$ cat src/rtl/char_ram_writer_if.sv
// ---------------------------------------------------------------------------
// char_ram_writer_if
//   Bundles the phrase-character handshake and the character-RAM write bus
//   used by char_ram_writer.
//
//   Signals
//     char_data   phrase character (writer input, char_i)
//     char_valid  char_data valid (writer input, char_valid_i)
//     char_ready  writer accepts char_data this cycle (writer output, char_ready_o)
//     we          RAM write enable, drives wea (writer output, we_o)
//     addr        RAM address {room, row, col}, drives addra (writer output, addr_o)
//     din         RAM write data, drives dina (writer output, din_o)
//
//   Modports
//     master  character source / RAM side (testbench, upstream logic)
//     slave   char_ram_writer
//
//   Parameters must match those of the char_ram_writer instance it connects to.
// ---------------------------------------------------------------------------
interface char_ram_writer_if #(
    parameter int unsigned ROOM_W = 8,
    parameter int unsigned ROW_W  = 2,
    parameter int unsigned COL_W  = 6,
    parameter int unsigned DATA_W = 8
);
    localparam int unsigned ADDR_W = ROOM_W + ROW_W + COL_W;

    logic [DATA_W-1:0] char_data;
    logic              char_valid;
    logic              char_ready;
    logic              we;
    logic [ADDR_W-1:0] addr;
    logic [DATA_W-1:0] din;

    modport master (
        output char_data,
        output char_valid,
        input  char_ready,
        input  we,
        input  addr,
        input  din
    );

    modport slave (
        input  char_data,
        input  char_valid,
        output char_ready,
        output we,
        output addr,
        output din
    );
endinterface

$ cat src/rtl/char_ram_writer.sv
// ---------------------------------------------------------------------------
// char_ram_writer
//   Write port for the labyrinth character RAM. Latches a room number and then
//   either fills that room's 4x64 text page with FILL_CHAR or streams an ASCII
//   phrase into it, starting at row 0 col 0. RAM address packing matches the
//   VGA read side: {room, row, col}.
//
//   Ports
//     clk_50MHz_i    system clock, 50 MHz
//     rst_sync_ha_i  synchronous reset, active-high
//     room_i         target room, sampled on an accepted clear_i/open_i
//     clear_i        request fill of the whole room page with FILL_CHAR
//     open_i         request a phrase write starting at row 0, col 0
//     bus_io         char_ram_writer_if.slave: char handshake in, RAM write bus out
//     busy_o         high in every state except idle
//     overflow_o     sticky; phrase ran past row 3 col 63 (cleared by reset/open)
//     done_o         one-cycle pulse when a clear or phrase completes
//
//   Build option
//     CHAR_RAM_WRITER_BACKSPACE_EN  when defined, 0x08 in a phrase erases the
//                                   previous cell; otherwise 0x08 is printable.
// ---------------------------------------------------------------------------
module char_ram_writer #(
    parameter int unsigned       ROOM_W    = 8,
    parameter int unsigned       ROW_W     = 2,
    parameter int unsigned       COL_W     = 6,
    parameter int unsigned       DATA_W    = 8,
    parameter logic [DATA_W-1:0] FILL_CHAR = 8'h20
) (
    input  logic              clk_50MHz_i,
    input  logic              rst_sync_ha_i,
    input  logic [ROOM_W-1:0] room_i,
    input  logic              clear_i,
    input  logic              open_i,
    char_ram_writer_if.slave  bus_io,
    output logic              busy_o,
    output logic              overflow_o,
    output logic              done_o
);
    localparam int unsigned CUR_W  = ROW_W + COL_W;
    localparam int unsigned ADDR_W = ROOM_W + CUR_W;

    localparam logic [1:0] StIdle     = 2'd0;
    localparam logic [1:0] StClearing = 2'd1;
    localparam logic [1:0] StPhrase   = 2'd2;
    localparam logic [1:0] StFinish   = 2'd3;

    localparam logic [CUR_W-1:0]  CurMax = '1;
    localparam logic [ROW_W-1:0]  RowMax = '1;
    localparam logic [DATA_W-1:0] ChNul  = DATA_W'(8'h00);
    localparam logic [DATA_W-1:0] ChLf   = DATA_W'(8'h0A);
`ifdef CHAR_RAM_WRITER_BACKSPACE_EN
    localparam logic [DATA_W-1:0] ChBs   = DATA_W'(8'h08);
`endif

    logic [1:0]        state_q, state_d;
    logic [ROOM_W-1:0] room_q, room_d;
    logic [CUR_W-1:0]  cursor_q, cursor_d;   // {row, col}
    logic              pend_q, pend_d;       // open requested together with clear
    logic              full_q, full_d;       // phrase has run off the page
    logic              ovf_q, ovf_d;
    logic              we_q, we_d;
    logic [ADDR_W-1:0] addr_q, addr_d;
    logic [DATA_W-1:0] din_q, din_d;

    logic [ROW_W-1:0]  row;
    logic              accept;

    assign row    = cursor_q[CUR_W-1:COL_W];
    assign accept = (state_q == StPhrase) && bus_io.char_valid;

    always_comb begin
        state_d  = state_q;
        room_d   = room_q;
        cursor_d = cursor_q;
        pend_d   = pend_q;
        full_d   = full_q;
        ovf_d    = ovf_q;
        we_d     = 1'b0;
        addr_d   = addr_q;
        din_d    = din_q;

        case (state_q)
            StIdle: begin
                if (clear_i) begin
                    // Write-ahead: cell 0 is issued now so that each clearing
                    // cycle shows exactly one write at {room, cursor_q}.
                    room_d   = room_i;
                    cursor_d = '0;
                    state_d  = StClearing;
                    we_d     = 1'b1;
                    addr_d   = {room_i, {CUR_W{1'b0}}};
                    din_d    = FILL_CHAR;
                    if (open_i) begin
                        pend_d = 1'b1;
                        ovf_d  = 1'b0;
                    end
                end else if (open_i) begin
                    room_d   = room_i;
                    cursor_d = '0;
                    full_d   = 1'b0;
                    ovf_d    = 1'b0;
                    state_d  = StPhrase;
                end
            end

            StClearing: begin
                if (cursor_q == CurMax) begin
                    cursor_d = '0;
                    pend_d   = 1'b0;
                    if (pend_q) begin
                        full_d  = 1'b0;
                        state_d = StPhrase;
                    end else begin
                        state_d = StFinish;
                    end
                end else begin
                    cursor_d = cursor_q + CUR_W'(1);
                    we_d     = 1'b1;
                    addr_d   = {room_q, cursor_q + CUR_W'(1)};
                    din_d    = FILL_CHAR;
                end
            end

            StPhrase: begin
                if (accept) begin
                    if (bus_io.char_data == ChNul) begin
                        state_d = StFinish;
`ifdef CHAR_RAM_WRITER_BACKSPACE_EN
                    end else if (bus_io.char_data == ChBs) begin
                        if (full_q) begin
                            // Step back onto the last cell of the page.
                            full_d   = 1'b0;
                            cursor_d = CurMax;
                            we_d     = 1'b1;
                            addr_d   = {room_q, CurMax};
                            din_d    = FILL_CHAR;
                        end else if (cursor_q != '0) begin
                            // col 0 -> col 63 of the previous row falls out
                            // of the packed {row, col} decrement.
                            cursor_d = cursor_q - CUR_W'(1);
                            we_d     = 1'b1;
                            addr_d   = {room_q, cursor_q - CUR_W'(1)};
                            din_d    = FILL_CHAR;
                        end
`endif
                    end else if (full_q) begin
                        // Drain the source without writing.
                    end else if (bus_io.char_data == ChLf) begin
                        if (row == RowMax) begin
                            full_d   = 1'b1;
                            ovf_d    = 1'b1;
                            cursor_d = '0;
                        end else begin
                            cursor_d = {row + ROW_W'(1), {COL_W{1'b0}}};
                        end
                    end else begin
                        we_d     = 1'b1;
                        addr_d   = {room_q, cursor_q};
                        din_d    = bus_io.char_data;
                        cursor_d = cursor_q + CUR_W'(1);
                        if (cursor_q == CurMax) begin
                            full_d = 1'b1;
                            ovf_d  = 1'b1;
                        end
                    end
                end
            end

            StFinish: begin
                state_d = StIdle;
            end

            default: begin
                state_d = StIdle;
            end
        endcase
    end

    always_ff @(posedge clk_50MHz_i) begin
        if (rst_sync_ha_i) begin
            state_q  <= StIdle;
            room_q   <= '0;
            cursor_q <= '0;
            pend_q   <= 1'b0;
            full_q   <= 1'b0;
            ovf_q    <= 1'b0;
            we_q     <= 1'b0;
            addr_q   <= '0;
            din_q    <= '0;
        end else begin
            state_q  <= state_d;
            room_q   <= room_d;
            cursor_q <= cursor_d;
            pend_q   <= pend_d;
            full_q   <= full_d;
            ovf_q    <= ovf_d;
            we_q     <= we_d;
            addr_q   <= addr_d;
            din_q    <= din_d;
        end
    end

    assign bus_io.char_ready = (state_q == StPhrase);
    assign bus_io.we         = we_q;
    assign bus_io.addr       = addr_q;
    assign bus_io.din        = din_q;

    assign busy_o     = (state_q != StIdle);
    assign done_o     = (state_q == StFinish);
    assign overflow_o = ovf_q;

endmodule

$ cat src/flat_wrapper.sv
// flat-port wrapper written by rule: the top's interface ports become plain ports
module char_ram_writer_flat 
#(
    parameter int unsigned       ROOM_W    = 8,
    parameter int unsigned       ROW_W     = 2,
    parameter int unsigned       COL_W     = 6,
    parameter int unsigned       DATA_W    = 8,
    parameter logic [DATA_W-1:0] FILL_CHAR = 8'h20
)
  (clk_50MHz_i, rst_sync_ha_i, room_i, clear_i, open_i, busy_o, overflow_o, done_o, bus_io_char_data, bus_io_char_valid, bus_io_char_ready, bus_io_we, bus_io_addr, bus_io_din);
  char_ram_writer_if #(.ROOM_W(ROOM_W), .ROW_W(ROW_W), .COL_W(COL_W), .DATA_W(DATA_W)) bus_io_i ();
  input  logic clk_50MHz_i;
  input  logic rst_sync_ha_i;
  input  logic [ROOM_W-1:0] room_i;
  input  logic clear_i;
  input  logic open_i;
  output logic busy_o;
  output logic overflow_o;
  output logic done_o;
  input wire logic [$bits(bus_io_i.char_data)-1:0] bus_io_char_data;
  input wire logic [$bits(bus_io_i.char_valid)-1:0] bus_io_char_valid;
  output wire logic [$bits(bus_io_i.char_ready)-1:0] bus_io_char_ready;
  output wire logic [$bits(bus_io_i.we)-1:0] bus_io_we;
  output wire logic [$bits(bus_io_i.addr)-1:0] bus_io_addr;
  output wire logic [$bits(bus_io_i.din)-1:0] bus_io_din;
  assign bus_io_i.char_data = bus_io_char_data;
  assign bus_io_i.char_valid = bus_io_char_valid;
  assign bus_io_char_ready = bus_io_i.char_ready;
  assign bus_io_we = bus_io_i.we;
  assign bus_io_addr = bus_io_i.addr;
  assign bus_io_din = bus_io_i.din;
  char_ram_writer #(.ROOM_W(ROOM_W), .ROW_W(ROW_W), .COL_W(COL_W), .DATA_W(DATA_W), .FILL_CHAR(FILL_CHAR)) u_core (.clk_50MHz_i(clk_50MHz_i), .rst_sync_ha_i(rst_sync_ha_i), .room_i(room_i), .clear_i(clear_i), .open_i(open_i), .bus_io(bus_io_i), .busy_o(busy_o), .overflow_o(overflow_o), .done_o(done_o));
endmodule
$ cat config.mk
export PLATFORM = sky130hd
export DESIGN_NAME = char_ram_writer_flat
export DESIGN_NICKNAME = d
export VERILOG_FILES = /design/src/rtl/char_ram_writer_if.sv /design/src/rtl/char_ram_writer.sv /design/src/flat_wrapper.sv
export SDC_FILE = /design/constraint.sdc
export NUM_CORES = 1
export LEC_CHECK = 0
export ABC_AREA = 1
export CAP_MARGIN = 10
export CORE_ASPECT_RATIO = 1.1
export CORE_MARGIN = 2
export CORE_UTILIZATION = 35
export DETAILED_ROUTE_END_ITERATION = 8
export MAX_ROUTING_LAYER = met4
export SYNTH_ARGS = -nofsm -noshare
export SYNTH_HDL_FRONTEND = slang
export SYNTH_SLANG_ARGS = --single-unit
$ cat constraint.sdc
create_clock -name clk_50MHz_i -period 4.8 [get_ports clk_50MHz_i]
set_input_delay 1.2 -clock clk_50MHz_i [delete_from_list [all_inputs] [get_ports clk_50MHz_i]]
set_output_delay 1.2 -clock clk_50MHz_i [all_outputs]
set_load 0.03 [all_outputs]
==> results.cfg, run 1 <==
[clock_network]
cts_buffer_depth = 2
cts_tree = built
cts_made_buffers = 5
cts.htree.levels = 2
clk_latency_ns = 0.30
cts_root_buffer = clkbuf_8
cts.repair.resized = 0
post-cts-setup-buffers = 0
clk_pin_slew_ns = 0.09
postCtsHoldBufs = 0
cts.sink_count = 46

[layout]
layout_common_cells = nand2_1 (82), clkdlybuf4s50_1 (49), nor2_1 (47), dfxtp_1 (46)
final_util_pct = 45.7
fillCellCount = 739
syn2layout_area_growth_pct = 24.6
seq_area_um2 = 921
multi_input_area_um2 = 1300
nets = 431
final_area_um2 = 3050
layout_commonest_cell = nand2_1
drive_above_1_share_pct = 6.44
stdcell_count = 486
diodes = 0

[global_routing]
grtUsageTotal_pct = 17.3
grt_max_degree = 25
overflow = 0
antenna_found_initial = 0
grt_pass1_wl_mm = 10.6
grt_pass1_vias = 2276

[timing]
timing.final.crit_share_pct = 72.1
worstMarginPinSlew_ns = 0.862
drv_slew = 0
fin_crit_ns = 3.46
timing.final.ws_setup_ns = 1.34
slew_headroom_pct = 42.6
finalSetupViolCount = 0
rsz0062_at_grt = false
finalHoldViolCount = 0
fin_setup_tns_ns = 0
finClkSkew_ns = 0.00622
timing.fmax_ghz = 0.289

[die]
rows = 31
start_util_pct = 36.7
core_um2 = 6670
num_io_pins = 50
fp.dieH_um = 91.7
die_area_um2 = 7680
dieWidth_um = 83.7

[place]
portBuffers = 49
dp_cells = 479
place_hpwl_mm = 4.62
gp_congestion = 0.836
dpl_cell_area_um2 = 2970
place_ws_ns = 1.64

[yosys]
yosys.area_share.simple_pct = 32.0
ys_seq_area_share_pct = 37.6
yosysUniqueCellTypes = 31
syn_area_per_cell_um2 = 6.82
synth_edf_count = 0
synth_xor_area_share_pct = 0.358
yosysWarningCount = 0
ys.flop_type = dfxtp_1
async_flop_share_pct = 0
synth_nets = 386
synth_area_um2 = 2450
synth_fa_ha_area_share_pct = 3.07
ys_ff_latch = 46
synthMuxAreaShare_pct = 0
synth-compound-area-share_pct = 17.6
syn_inst = 359
synth_top_family_by_area = simple AND/OR/NAND/NOR gates

[worst_setup_path]
crit_cells = 3
rr_endpoint = u_core.bus_io.addr[11]$_SDFFE_PP0P_
r2r-start = u_core.state_q[0]$_SDFFE_PP0P_
cpLargestDelayFamily = buffers and inverters
crit_type = reg -> out
startpoint = u_core.state_q[0]$_SDFFE_PP0P_
critPathRequiredTime_ns = 3.60
critPathMaxStageDelay_ns = 0.81
startpoint_type = register
cp_slowest_cell = clkdlybuf4s50_1
cp.arrival_ns = 2.26
crit_chain = inv_1, ha_1, clkdlybuf4s50_1
cp_max_fo = 21
r2r_slack_ns = 2.37
worstRegToRegCells = 8
cp-end-kind = primary output
endpoint = bus_io_char_ready
worst-path-buf-inv = 2

[drt]
dr.max_layer_used = met4
dr.pass1.iters = 4
vias = 2392
met1_length_mm = 2.79
ant_nets = 0
met3_wirelength_um = 269
wl_met2_mm = 3.10
vias_per_cell = 4.92
drc = 0
wire_per_inst_um = 12.9
drt_iter0_drc = 103
wl_mm = 6.26

[outcome]
outcome = finished, final reports clean

[min_path]
min-delay-path-class = reg -> reg

[power_and_ir_drop]
leakage_nw = 1.19
power.density_nw_per_um2 = 487
vdd_ir_drop_max_mv = 0.364

[job]
cap_viol_max_count = 0
[how the worst min path moves through the flow]
stage / startpoint / end / slack, ns / depth (start not counted)
after floorplan: u_core.pend_q$_SDFFE_PP0P_ / u_core.pend_q$_SDFFE_PP0P_ / 0.44 / 2
after CTS: u_core.overflow_o$_SDFFE_PP0P_ / u_core.overflow_o$_SDFFE_PP0P_ / 0.46 / 2
after global routing: u_core.overflow_o$_SDFFE_PP0P_ / u_core.overflow_o$_SDFFE_PP0P_ / 0.48 / 2
after detailed placement: u_core.overflow_o$_SDFFE_PP0P_ / u_core.overflow_o$_SDFFE_PP0P_ / 0.44 / 2
final: u_core.overflow_o$_SDFFE_PP0P_ / u_core.overflow_o$_SDFFE_PP0P_ / 0.45 / 2
after global placement: u_core.overflow_o$_SDFFE_PP0P_ / u_core.overflow_o$_SDFFE_PP0P_ / 0.44 / 2
[stage by stage]
step | hold WS, ns | power (mW)
floorplan | 0.438 | 1.05
global placement | 0.441 | 1.27
detailed placement | 0.441 | 1.27
CTS | 0.457 | 1.51
global route | 0.476 | 1.60
finish | 0.451 | 1.49
[per-layer routing]
metal,vias up,GRT usage [%]
met1,1080,21.0
met3,8,3.69
met4,0,5.11
li1,1253,-
met5,-,-
met2,51,28.9
[power by group]
part           internal [mW]  switching, mW  leakage, nW
clock network          0.100          0.131       0.0373
registers              0.470         0.0469        0.377
logic                  0.254          0.485        0.778
total                  0.824          0.663         1.19
[area by class of cell]
type,instances,share of cell area (%)
Inverter,40,4.92
Sequential cell,46,30.2
Clock buffer,6,2.38
Tap cell,82,3.36
Timing Repair Buffer,50,16.3
Multi-Input combinational cell,261,42.6
Clock inverter,1,0.246
[worst register-to-register path: stages (launching register included)]
cell,delay (ns)
dfxtp_1,0.38
inv_1,0.08
ha_1,0.49
inv_1,0.23
o21ai_1,0.11
nor2_4,0.14
nand4_2,0.48
o21ai_0,0.36
nor2_1,0.06
[registers in the layout, summed over array words and instances (netlist names)]
name and cells:
u_core.bus_io.we 1, u_core.cursor_q 8, u_core.state_q 2, u_core.overflow_o 1
u_core.bus_io.addr 16, u_core.bus_io.din 8, u_core.room_q 8, u_core.pend_q 1
u_core.full_q 1
[cells by family after synthesis]
family / count (synthesis)
AO/OA/AOI/OAI: 82
XOR/XNOR: 1
adder cells (fa/ha/maj): 6
buffers and inverters: 52
flip-flops: 46
AND/OR/NAND/NOR: 172
[cells in the mapped netlist, types with 2 or more instances]
master     n  area share, %
nand2_1   82             13
nor2_1    47            7.2
dfxtp_1   46             38
a21oi_1   38            7.8
inv_1     38            5.8
o21ai_0   30            6.1
nand3_1   17            3.5
o22ai_1    8            2.0
ha_1       6            3.1
clkbuf_1   5           0.77
nand2_2    5            1.3
buf_6      4            1.8
nor3_1     4           0.82
nand3b_1   3           0.92
a21oi_2    2           0.72
and2_1     2           0.51
buf_2      2           0.41
inv_2      2           0.31
nand4_1    2           0.51
nand4_2    2            1.0
nor2_2     2           0.51
nor2_4     2           0.92
o21ai_1    2           0.41
Power figures use the tool's default switching activity.
==> run 2, diff against run 1 <==
clock period = 3.15 ns   (was 4.8 ns; I/O delays follow)
==> results.cfg, run 2 (synthesized netlist as in run 1, its figures left out) <==
[worst_setup_path]
cp_max_fo = 8
cp.arrival_ns = 1.84
crit_type = reg -> out
worstRegToRegCells = 7
startpoint_type = register
critPathRequiredTime_ns = 2.36
cp-end-kind = primary output

[min_path]
min-delay-path-class = reg -> reg
whs_path_depth = 2

[die]
start_util_pct = 36.7
fp.dieH_um = 91.7
core_um2 = 6670
die_area_um2 = 7680
rows = 31
dieWidth_um = 83.7
num_io_pins = 50

[global_routing]
grtUsageTotal_pct = 16.9
grt_pass1_vias = 2277
grt_max_degree = 24
grt_pass1_wl_mm = 10.4
antenna_found_initial = 0
overflow = 0

[layout]
nets = 432
drive_above_1_share_pct = 6.65
multi_input_area_um2 = 1300
layout_commonest_cell = nand2_1
syn2layout_area_growth_pct = 26.0
largest_reg_flops = 16
layout_common_cells = nand2_1 (82), clkdlybuf4s50_1 (49), nor2_1 (47), dfxtp_1 (46)
diodes = 0
fillCellCount = 695
seq_area_um2 = 921

[drt]
ant_nets = 0
drc = 0
wire_per_inst_um = 12.8
vias_per_cell = 4.91
drt_iter0_drc = 79
wl_mm = 6.23
dr.pass1.iters = 4
vias = 2394

[timing]
rsz0062_at_grt = false
drv_slew = 0
timing.fmax_ghz = 0.380
slew_headroom_pct = 58.5
fin_crit_ns = 2.63
finalSetupViolCount = 0
timing.final.crit_share_pct = 83.6
worstMarginPinSlew_ns = 0.621
finalHoldViolCount = 0
fin_setup_tns_ns = 0
finClkSkew_ns = 0.00692

[clock_network]
post-cts-setup-buffers = 0
cts.htree.levels = 2
postCtsHoldBufs = 0
clk_latency_ns = 0.30
cts_root_buffer = clkbuf_8
cts_tree = built
cts.repair.resized = 0
cts_buffer_depth = 2
cts.sink_count = 46
cts_made_buffers = 5
clk_pin_slew_ns = 0.09

[place]
gp_congestion = 0.852
portBuffers = 49
place_hpwl_mm = 4.51

[power_and_ir_drop]
leakage_nw = 1.21
vdd_ir_drop_max_mv = 0.418
p_total_mw = 2.36
power.density_nw_per_um2 = 764

[outcome]
outcome = finished, final reports clean

[job]
cap_viol_max_count = 0
[run 2: changes by cell type in the layout (fill, tap and decap cells not counted), sizes merged]
cell,change
bufinv,+1
buf,+1
clkinvlp,-1
clkbuf,+1
[run 2: report_power, final]
group	leakage (nW)	switching [mW]	internal [mW]
sequential	0.377	0.0720	0.717
clock	0.0524	0.199	0.238
combinational	0.783	0.740	0.391
total	1.21	1.01	1.35
[run 2: cell type report]
cell class | count | share of cell area (%)
Multi-Input combinational cell | 261 | 42.1
Inverter | 40 | 4.87
Sequential cell | 46 | 29.9
Clock inverter | 1 | 0.974
Timing Repair Buffer | 51 | 16.4
Clock buffer | 7 | 2.47
Tap cell | 82 | 3.33
[run 2: path summary, 6_finish.rpt]
kind	startpoint	endpoint	slack [ns]
worst max-delay path	u_core.state_q[0]$_SDFFE_PP0P_	busy_o	0.52
worst min-delay path	u_core.overflow_o$_SDFFE_PP0P_	u_core.overflow_o$_SDFFE_PP0P_	0.45
worst min register to register	u_core.overflow_o$_SDFFE_PP0P_	u_core.overflow_o$_SDFFE_PP0P_	0.45
worst max register to register	u_core.state_q[0]$_SDFFE_PP0P_	u_core.bus_io.addr[14]$_SDFFE_PP0P_	0.96
[run 2: worst max-delay path, cell delays in order (launching register included)]
cell             delay [ns]
dfxtp_1                0.38
inv_1                  0.08
ha_1                   0.29
inv_2                  0.12
clkdlybuf4s50_1        0.67
[run 2: layer usage]
layer  up-vias  wire, µm  global-route usage (%)
met4         0        53                    5.51
met3         6       292                    3.42
met2        55      3090                    27.7
met1      1081      2800                    20.9
met5         -         0                       -
li1       1252         -                       -
[run 2: through the flow]
step           instances  hold slack [ns]  setup WS (ns)  utilization, %  cell area [µm²]
6_report             488            0.449          0.518            46.2             3080
5_1_grt              488            0.486          0.424            46.2             3080
4_1_cts              488            0.455          0.501            46.2             3080
3_5_place_dp         480            0.442          0.392            44.6             2980
3_3_place_gp         480            0.437          0.447            44.6             2980
2_1_floorplan        359            0.438           1.33               -             2450
==> run 3, diff against run 2 <==
clock period = 2.23 ns   (was 3.15 ns; I/O delays follow)
==> results.cfg, run 3 (synthesized netlist as in run 1, its figures left out) <==
[layout]
diodes = 0
nets = 444
drive_above_1_share_pct = 10.3
layout_commonest_cell = nand2_1
largest_reg_flops = 16
layout_common_cells = nand2_1 (82), nor2_1 (47), clkdlybuf4s50_1 (47), dfxtp_1 (46)
syn2layout_area_growth_pct = 30.2
final_area_um2 = 3190
fillCellCount = 681

[die]
core_um2 = 6670
num_io_pins = 50
rows = 31
start_util_pct = 36.7
die_area_um2 = 7680
dieWidth_um = 83.7
fp.dieH_um = 91.7

[clock_network]
cts.sink_count = 46
cts_buffer_depth = 2
postCtsHoldBufs = 0
cts_made_buffers = 5
cts_root_buffer = clkbuf_8
post-cts-setup-buffers = 0
cts_tree = built
clk_pin_slew_ns = 0.08
clk_latency_ns = 0.29
cts.htree.levels = 2

[global_routing]
grt_pass1_wl_mm = 10.7
grtUsageTotal_pct = 17.1
grt_pass1_vias = 2300
grt_max_degree = 24
overflow = 0
antenna_found_initial = 0

[timing]
fin_setup_tns_ns = 0
timing.final.ws_setup_ns = 0.134
finalHoldViolCount = 0
drv_slew = 0
rsz0062_at_grt = false
fin_crit_ns = 2.10
slew_headroom_pct = 67.2
timing.fmax_ghz = 0.477
finClkSkew_ns = 0.00593
timing.final.crit_share_pct = 94.0
worstMarginPinSlew_ns = 0.492
finalSetupViolCount = 0

[drt]
drt_iter0_drc = 101
wl_mm = 6.33
vias = 2435
dr.pass1.iters = 4
vias_per_cell = 4.87
wire_per_inst_um = 12.7
ant_nets = 0
drc = 0

[worst_setup_path]
cp.arrival_ns = 1.54
endpoint = done_o
crit_chain = ha_1, clkdlybuf4s50_1
crit_cells = 2
startpoint = u_core.state_q[0]$_SDFFE_PP0P_
critPathMaxStageDelay_ns = 0.67
critPathRequiredTime_ns = 1.67
cp-end-kind = primary output
r2r_slack_ns = 0.33
rr_endpoint = u_core.state_q[0]$_SDFFE_PP0P_
cp_max_fo = 4
r2r-start = u_core.state_q[1]$_SDFFE_PP0P_
cpLargestDelayFamily = buffers and inverters
worstRegToRegCells = 7
startpoint_type = register
cp_slowest_cell = clkdlybuf4s50_1
worst-path-buf-inv = 1
crit_type = reg -> out

[outcome]
outcome = finished, final reports clean

[place]
place_hpwl_mm = 4.80
gp_congestion = 0.892
place_ws_ns = 0.0657
dpl_cell_area_um2 = 3090
portBuffers = 49

[job]
cap_viol_max_count = 0

[power_and_ir_drop]
p_total_mw = 3.36
power.density_nw_per_um2 = 1060
leakage_nw = 1.27
vdd_ir_drop_max_mv = 0.683

[min_path]
min-delay-path-class = reg -> reg
whs_path_depth = 2
[run 3: layout make-up]
cell class                      count  area (µm²)  area share [%]
Clock buffer                        6        82.6            2.59
Clock inverter                      2        12.5           0.393
Timing Repair Buffer               63         617            19.4
Multi-Input combinational cell    261        1300            40.8
Tap cell                           82         103            3.22
Sequential cell                    46         921            28.9
Inverter                           40         150            4.71
[run 3: timing repair]
item,in CTS,in global routing
endpoints found under the setup margin,1,1
hold endpoints to repair,0,0
resized for setup,1,1
pin swaps,0,0
[run 3: worst reg2reg max path: stages, from the launching register on]
cell and delay (ns):
dfxtp_1 0.33, inv_1 0.10, ha_1 0.47, inv_1 0.13, or2_2 0.31, a21boi_0 0.21
nand4_1 0.13, a21oi_1 0.15
[run 3: worst min-delay path by stage]
stage                                            from                                end  slack (ns)
finish                 u_core.overflow_o$_SDFFE_PP0P_     u_core.overflow_o$_SDFFE_PP0P_        0.46
global route        u_core.bus_io.din[7]$_SDFFE_PP0P_  u_core.bus_io.din[7]$_SDFFE_PP0P_        0.49
CTS                    u_core.overflow_o$_SDFFE_PP0P_     u_core.overflow_o$_SDFFE_PP0P_        0.47
detailed placement     u_core.overflow_o$_SDFFE_PP0P_     u_core.overflow_o$_SDFFE_PP0P_        0.45
global placement       u_core.overflow_o$_SDFFE_PP0P_     u_core.overflow_o$_SDFFE_PP0P_        0.44
floorplan                  u_core.pend_q$_SDFFE_PP0P_         u_core.pend_q$_SDFFE_PP0P_        0.44
[run 3: power breakdown]
part | internal (mW) | switching [mW] | leakage [nW]
sequential | 1.01 | 0.104 | 0.377
clock | 0.249 | 0.279 | 0.0472
combinational | 0.659 | 1.06 | 0.851
[run 3: per-layer routing]
metal / up-vias / GRT usage (%) / wire (µm)
met1: 1109 / 20.9 / 2810
met4: 0 / 4.44 / 63
met3: 7 / 2.79 / 208
li1: 1280 / - / -
met2: 39 / 29.5 / 3250
met5: - / - / 0
[run 3: metrics by stage]
stage               utilization, %  instances  hold WS [ns]
detailed placement            46.3        492         0.450
global route                  47.8        500         0.485
global placement              46.3        492         0.438
CTS                           47.7        500         0.466
finish                        47.8        500         0.462
floorplan                        -        359         0.438
